**src/rtl/cpu_pkg.sv**
```systemverilog
// Shared CPU definitions: reset constants, fetch FSM states and the IF/ID
// pipeline record consumed by decode.
package cpu_pkg;

  localparam int ADDR_WIDTH  = 32;
  localparam int INSTR_WIDTH = 32;

  localparam logic [ADDR_WIDTH-1:0]  RESET_PC  = 32'h0000_0000;
  localparam logic [INSTR_WIDTH-1:0] NOP_INSTR = 32'h0000_0013;

  typedef enum logic {
    RUN,
    HALT
  } fetch_state_t;

  typedef struct packed {
    logic [INSTR_WIDTH-1:0] instr;
    logic [ADDR_WIDTH-1:0]  pc;
    logic [ADDR_WIDTH-1:0]  pc_plus4;
    logic                   valid;
  } if_id_t;

endpackage

```
**src/rtl/fetch_stage_next_pc_sel.sv**
```systemverilog
// Combinational next-PC selection: redirect target, alignment check and the
// per-edge priority between redirect, stall, flush and sequential fetch.
module next_pc_sel
  import cpu_pkg::*;
#(
  parameter int AW = ADDR_WIDTH
) (
  input  fetch_state_t  state_i,
  input  logic [AW-1:0] pc_i,
  input  logic [AW-1:0] id_pc_i,
  input  logic          stall_i,
  input  logic          flush_i,
  input  logic          pc_src_i,
  input  logic          jalr_pc_src_i,
  input  logic [AW-1:0] imm_op_i,
  input  logic [AW-1:0] rs1_data_i,
  output logic [AW-1:0] next_pc_o,
  output logic          bubble_o,
  output logic          hold_o,
  output logic          go_halt_o
);

  logic          redirect;
  logic [AW-1:0] target;
  logic [AW-1:0] jalr_sum;
  logic [AW-1:0] pc_plus4;

  assign redirect = pc_src_i | jalr_pc_src_i;
  assign jalr_sum = rs1_data_i + imm_op_i;
  assign target   = jalr_pc_src_i ? {jalr_sum[AW-1:1], 1'b0} : (id_pc_i + imm_op_i);
  assign pc_plus4 = pc_i + AW'(4);

  // Stall with flush keeps the PC but still kills the IF/ID contents.
  always_comb begin
    next_pc_o = pc_i;
    bubble_o  = 1'b0;
    hold_o    = 1'b0;
    go_halt_o = 1'b0;
    if (state_i == HALT) begin
      bubble_o = 1'b1;
    end else if (redirect && (target[1:0] != 2'b00)) begin
      bubble_o  = 1'b1;
      go_halt_o = 1'b1;
    end else if (redirect) begin
      next_pc_o = target;
      bubble_o  = 1'b1;
    end else if (stall_i) begin
      bubble_o = flush_i;
      hold_o   = ~flush_i;
    end else if (flush_i) begin
      next_pc_o = pc_plus4;
      bubble_o  = 1'b1;
    end else begin
      next_pc_o = pc_plus4;
    end
  end

endmodule

```
**src/rtl/fetch_stage.sv**
```systemverilog
// Instruction-fetch stage: owns the PC, the IF/ID pipeline register, the
// RUN/HALT state and the count of valid fetched instructions.
module fetch_stage
  import cpu_pkg::*;
#(
  parameter int                      ADDR_WIDTH  = cpu_pkg::ADDR_WIDTH,
  parameter int                      INSTR_WIDTH = cpu_pkg::INSTR_WIDTH,
  parameter logic [ADDR_WIDTH-1:0]   RESET_PC    = cpu_pkg::RESET_PC,
  parameter logic [INSTR_WIDTH-1:0]  NOP_INSTR   = cpu_pkg::NOP_INSTR
) (
  input  logic                   clk,
  input  logic                   rst,
  input  logic                   stall,
  input  logic                   flush,
  input  logic                   pc_src,
  input  logic                   jalr_pc_src,
  input  logic [ADDR_WIDTH-1:0]  imm_op,
  input  logic [ADDR_WIDTH-1:0]  rs1_data,
  input  logic [INSTR_WIDTH-1:0] instr_in,
  output logic [ADDR_WIDTH-1:0]  pc,
  output logic [INSTR_WIDTH-1:0] id_instr,
  output logic [ADDR_WIDTH-1:0]  id_pc,
  output logic [ADDR_WIDTH-1:0]  id_pc_plus4,
  output logic                   id_valid,
  output logic                   misaligned,
  output logic [31:0]            fetch_count
);

  fetch_state_t          state_q, state_d;
  logic [ADDR_WIDTH-1:0] pc_q, pc_d, next_pc;
  if_id_t                if_id_q, if_id_d;
  logic [31:0]           fetch_count_q, fetch_count_d;
  logic                  bubble, hold, go_halt;

  next_pc_sel #(.AW(ADDR_WIDTH)) u_next_pc_sel (
    .state_i       (state_q),
    .pc_i          (pc_q),
    .id_pc_i       (if_id_q.pc),
    .stall_i       (stall),
    .flush_i       (flush),
    .pc_src_i      (pc_src),
    .jalr_pc_src_i (jalr_pc_src),
    .imm_op_i      (imm_op),
    .rs1_data_i    (rs1_data),
    .next_pc_o     (next_pc),
    .bubble_o      (bubble),
    .hold_o        (hold),
    .go_halt_o     (go_halt)
  );

  always_ff @(posedge clk) begin
    if (rst) state_q <= RUN;
    else     state_q <= state_d;
  end

  always_comb begin
    state_d = state_q;
    if (state_q == RUN && go_halt) state_d = HALT;
  end

  always_comb begin
    misaligned = (state_q == HALT);
  end

  // Bubbles still carry the current PC so branch arithmetic in decode stays defined.
  always_comb begin
    pc_d          = next_pc;
    if_id_d       = if_id_q;
    fetch_count_d = fetch_count_q;
    if (bubble) begin
      if_id_d = '{instr: NOP_INSTR, pc: pc_q, pc_plus4: pc_q + ADDR_WIDTH'(4), valid: 1'b0};
    end else if (!hold) begin
      if_id_d       = '{instr: instr_in, pc: pc_q, pc_plus4: pc_q + ADDR_WIDTH'(4), valid: 1'b1};
      fetch_count_d = fetch_count_q + 32'd1;
    end
  end

  always_ff @(posedge clk) begin
    if (rst) begin
      pc_q          <= RESET_PC;
      if_id_q       <= '{instr: NOP_INSTR, pc: '0, pc_plus4: ADDR_WIDTH'(4), valid: 1'b0};
      fetch_count_q <= '0;
    end else begin
      pc_q          <= pc_d;
      if_id_q       <= if_id_d;
      fetch_count_q <= fetch_count_d;
    end
  end

  assign pc          = pc_q;
  assign id_instr    = if_id_q.instr;
  assign id_pc       = if_id_q.pc;
  assign id_pc_plus4 = if_id_q.pc_plus4;
  assign id_valid    = if_id_q.valid;
  assign fetch_count = fetch_count_q;

endmodule
```
**config.mk**
```make
export PLATFORM = sky130hd
export DESIGN_NAME = fetch_stage
export DESIGN_NICKNAME = d
export VERILOG_FILES = /design/src/rtl/cpu_pkg.sv /design/src/rtl/fetch_stage_next_pc_sel.sv /design/src/rtl/fetch_stage.sv
export SDC_FILE = /design/constraint.sdc
export NUM_CORES = 1
export LEC_CHECK = 0
export ABC_AREA = 0
export CORE_MARGIN = 2
export CORE_UTILIZATION = 52
export CTS_BUF_LIST = sky130_fd_sc_hd__clkbuf_4 sky130_fd_sc_hd__clkbuf_8
export DETAILED_ROUTE_END_ITERATION = 10
export GPL_TIMING_DRIVEN = 0
export PLACE_DENSITY = 0.84
export SLEW_MARGIN = 30
export SYNTH_ARGS = -nofsm -noshare
export SYNTH_HDL_FRONTEND = slang
export SYNTH_SLANG_ARGS = --single-unit
```
**constraint.sdc**
```tcl
create_clock -name clk -period 3.15 [get_ports clk]
set_clock_uncertainty 0.15 [all_clocks]
set_input_delay 0.315 -clock clk [delete_from_list [all_inputs] [get_ports clk]]
set_output_delay 0.315 -clock clk [all_outputs]
set_load 0.03 [all_outputs]
```
==> metrics.md <==
| Metric | Value |
|---|---|
| Crit. End Element | `register` |
| Crit path to | `pc[28]$_SDFFE_PP0P_` |
| Simple-gate share of the synthesized area | `about a quarter` |
| Yosys top cell area share | `30.5%` |
| Worst-path clk slew | `0.11 ns` |
| Seq/Total Area, Yosys | `between 30% and 40%` |
| Pre-CTS setup slack | `-0.771 ns` |
| Post-synth top flop | `dfxtp_1` |
| Final instance area | `around 14000 um^2` |
| Critical Path Start | `id_pc[0]$_SDFFE_PP0P_` |
| Flop-to-flop setup slack | `around 0.029 ns` |
| Post-Synth Adder-Cell Area | `slightly below 8%` |
| Post-placement cell count | `between 1500 and 2000` |
| First-pass GRT wire length | `60.8 mm` |
| Final setup vio count | `0` |
| Largest net degree at the start of global routing | `21` |
| Crit start category | `register` |
| DP Area | `about 13000 um^2` |
| Final hold violations | `0` |
| Seq cells post-synth | `160` |
| Num CTS Buffers | `17` |
| Post-Syn Instances | `between 1000 and 1500` |
| Worst Path Max Fanout | `5` |
| CTS root buf | `clkbuf_8` |
| Skew-Pair Late Insertion Delay | `between 0.4 and 0.5 ns` |
| Max-Cap Viols | `0` |
| Setup CP Type | `reg -> reg` |
| Routability congestion estimate | `0.946` |
| Minimum hold slack | `about 0.23 ns` |
| Buffers on Ports | `approximately 260` |
| Maximum clock path buffer count | `2` |
| Antenna viol nets, final | `0` |
| I/O pins | `264` |
| Slew @ Worst Pin | `0.863 ns` |
| Die W | `roughly 150 um` |
| Status | `finished clean` |
| Core area | `between 15000 and 20000 um^2` |
| Initial antenna violation count | `0` |
| Ys Warns | `0` |
| Overall power | `roughly 6 mW` |
| Avg Vias per Cell | `slightly above 6` |
| Total Routing Usage GR | `36.0%` |
| Top cells by area, synth | `dfxtp_1, nand2_1, ha_1` |
| Detail Placement HPWL | `about 31 mm` |
| Synth area leader | `dfxtp_1` |
| Pleak | `roughly 5.5 nW` |
| Slew margin rel. | `42.5%` |
| Mean Syn Cell Area | `between 7 and 8 um^2` |
| Most common cell after layout, fill and taps aside | `clkdlybuf4s50_1` |
| Via count | `11700` |
| Die ar. | `approximately 21000 um^2` |
| Hold path startpoint | `instr_in[13]` |
| Die height | `146 um` |
| Distinct cells, synth | `84` |
| R2r endpoint | `pc[28]$_SDFFE_PP0P_` |
| Drt drc | `0` |
| Total gr overflow | `0` |
| EDFF count, synth | `0` |
| Syn_nets | `around 1500` |
| Wire length per cell | `~21 um` |
| Compound-Gate Fraction of Synth Area | `approximately 25%` |
| Area grow syn2layout | `33.8%` |
| Main combinational cell family by area after synthesis | `compound AO/OA/AOI/OAI gates` |
| Worst R2R Start | `id_pc[0]$_SDFFE_PP0P_` |
| HP Class | `in -> reg` |
| Fmax | `around 320 MHz` |
| First-pass DRT Iterations | `6` |
| Mux contribution to synthesized area | `less than 1%` |
| Crit path required time | `3.39 ns` |
| Final Util | `approximately 72%` |
| Final slew viol count | `0` |
| Ant. Diodes | `0` |
| R2r worst-path depth | `11` |
| Final worst setup slack | `0.0286 ns` |
| Minimum clock period after layout | `about 3.1 ns` |
| Starting Density | `53.5%` |
| Async SR Flop Fraction | `0%` |
| CTS tree | `yes` |
| Number of hold buffers added after cts | `0` |
| Setup_tns | `0 ns` |
| Max rail drop VDD | `between 200 and 300 uV` |
| Nets | `~1800` |
| Pwr dens | `approximately 420 nW/um^2` |
| Number of global-route vias before repair | `about 11000` |
| Clock sink count | `160` |
| CTS H-tree lvls | `4` |
| Layout cell share with drive strength beyond 1 | `under 10%` |
| Synth Cell Area | `around 11000 um^2` |
| Fin crit share | `99.1%` |
| Rows | `51` |
| Most frequent cells in the layout | `clkdlybuf4s50_1, nand2_1, dfxtp_1` |
| Total wire length | `~40 mm` |
| Synth Area in XOR/XNOR | `7.42%` |
| Non-filler cells, final | `1936` |
| Initial detailed-routing violation count | `1205` |
| Worst Hold Path Cells | `3` |
| Data arrival, critical path | `around 3.4 ns` |
[logic make-up (layout without fill, tap and decap cells)]
kind of cell | count (synthesis) | count (layout)
simple gates | 544 | 544
compound gates | 390 | 390
xor+xnor | 89 | 89
mux | 9 | 9
buf+inv | 112 | 414
fa+ha+maj | 65 | 65
flops | 160 | 160
[area by class of cell]
| type | instances | area [um^2] |
|---|---|---|
| fill | 1662 | 5600 |
| timing repair buffer | 270 | 2680 |
| tap | 265 | 332 |
| buffer | 81 | 332 |
| clock buffer | 17 | 234 |
| inverter | 31 | 116 |
| clock inverter | 15 | 201 |
| multi-input combinational | 1097 | 6960 |
| sequential | 160 | 3210 |
[power breakdown]
group / switching [mW] / internal [mW]
sequential: 0.159 / 2.15
clock: 1.04 / 0.634
combinational: 1.20 / 0.786
[routing by layer]
metal	vias up	GRT usage (%)	share of wire (%)
met5	-	0	0
met4	0	15.0	4.0
met3	121	8.19	10
met2	710	58.6	45
met1	5399	46.2	40
li1	5480	-	-
[cells in the mapped netlist, types with 5 or more instances]
library cell / count
nor4_1: 5
o41ai_1: 5
nand4_1: 30
nand2b_1: 10
nor2b_1: 13
o21ai_0: 45
a21o_1: 31
nor2_1: 128
or3_1: 18
xnor2_1: 41
inv_1: 31
a21oi_1: 156
a211o_1: 5
o211ai_1: 10
buf_2: 10
a31o_2: 5
and2_1: 5
o21a_1: 6
dfxtp_1: 160
nor3_1: 24
ha_1: 63
a211oi_1: 40
a31oi_1: 9
buf_1: 11
o21ai_1: 6
nand3_1: 44
xor2_1: 48
mux2i_1: 9
a22oi_1: 5
and3_1: 17
nand2_1: 216
clkbuf_1: 56
o21bai_1: 8
nor3b_1: 5
[state kept, by name (all words and copies together), names as in the netlist]
signal	flops
fetch_count	32
id_instr	32
id_pc	32
pc	32
id_pc_plus4	30
id_valid	1
misaligned	1
[worst min-delay path by stage]
stage | to | slack [ns]
after global routing | id_instr[26]$_SDFFE_PP0N_ | 0.22
final | id_instr[13]$_SDFFE_PP0N_ | 0.23
after global placement | id_valid$_SDFFE_PP0N_ | 0.28
after floorplan | id_pc_plus4[2]$_SDFFE_PP1P_ | 0.27
after detailed placement | id_valid$_SDFFE_PP0N_ | 0.29
after CTS | id_instr[13]$_SDFFE_PP0N_ | 0.21
[worst max-delay path: stages (launching register included)]
cell	delay [ns]
dfxtp_4	0.39
ha_2	0.20
inv_1	0.05
fa_1	0.39
nand2b_4	0.19
a21oi_4	0.21
o41ai_4	0.14
a22o_4	0.30
o31a_1	0.41
o21ai_1	0.19
xnor2_1	0.12
a211oi_1	0.28
[timing repair]
item | CTS | global route
endpoints found under the setup margin | 29 | 19
buffers inserted | 0 | 9
pin swaps | 0 | 5
resized for setup | 11 | 13
Power figures use the tool's default switching activity.
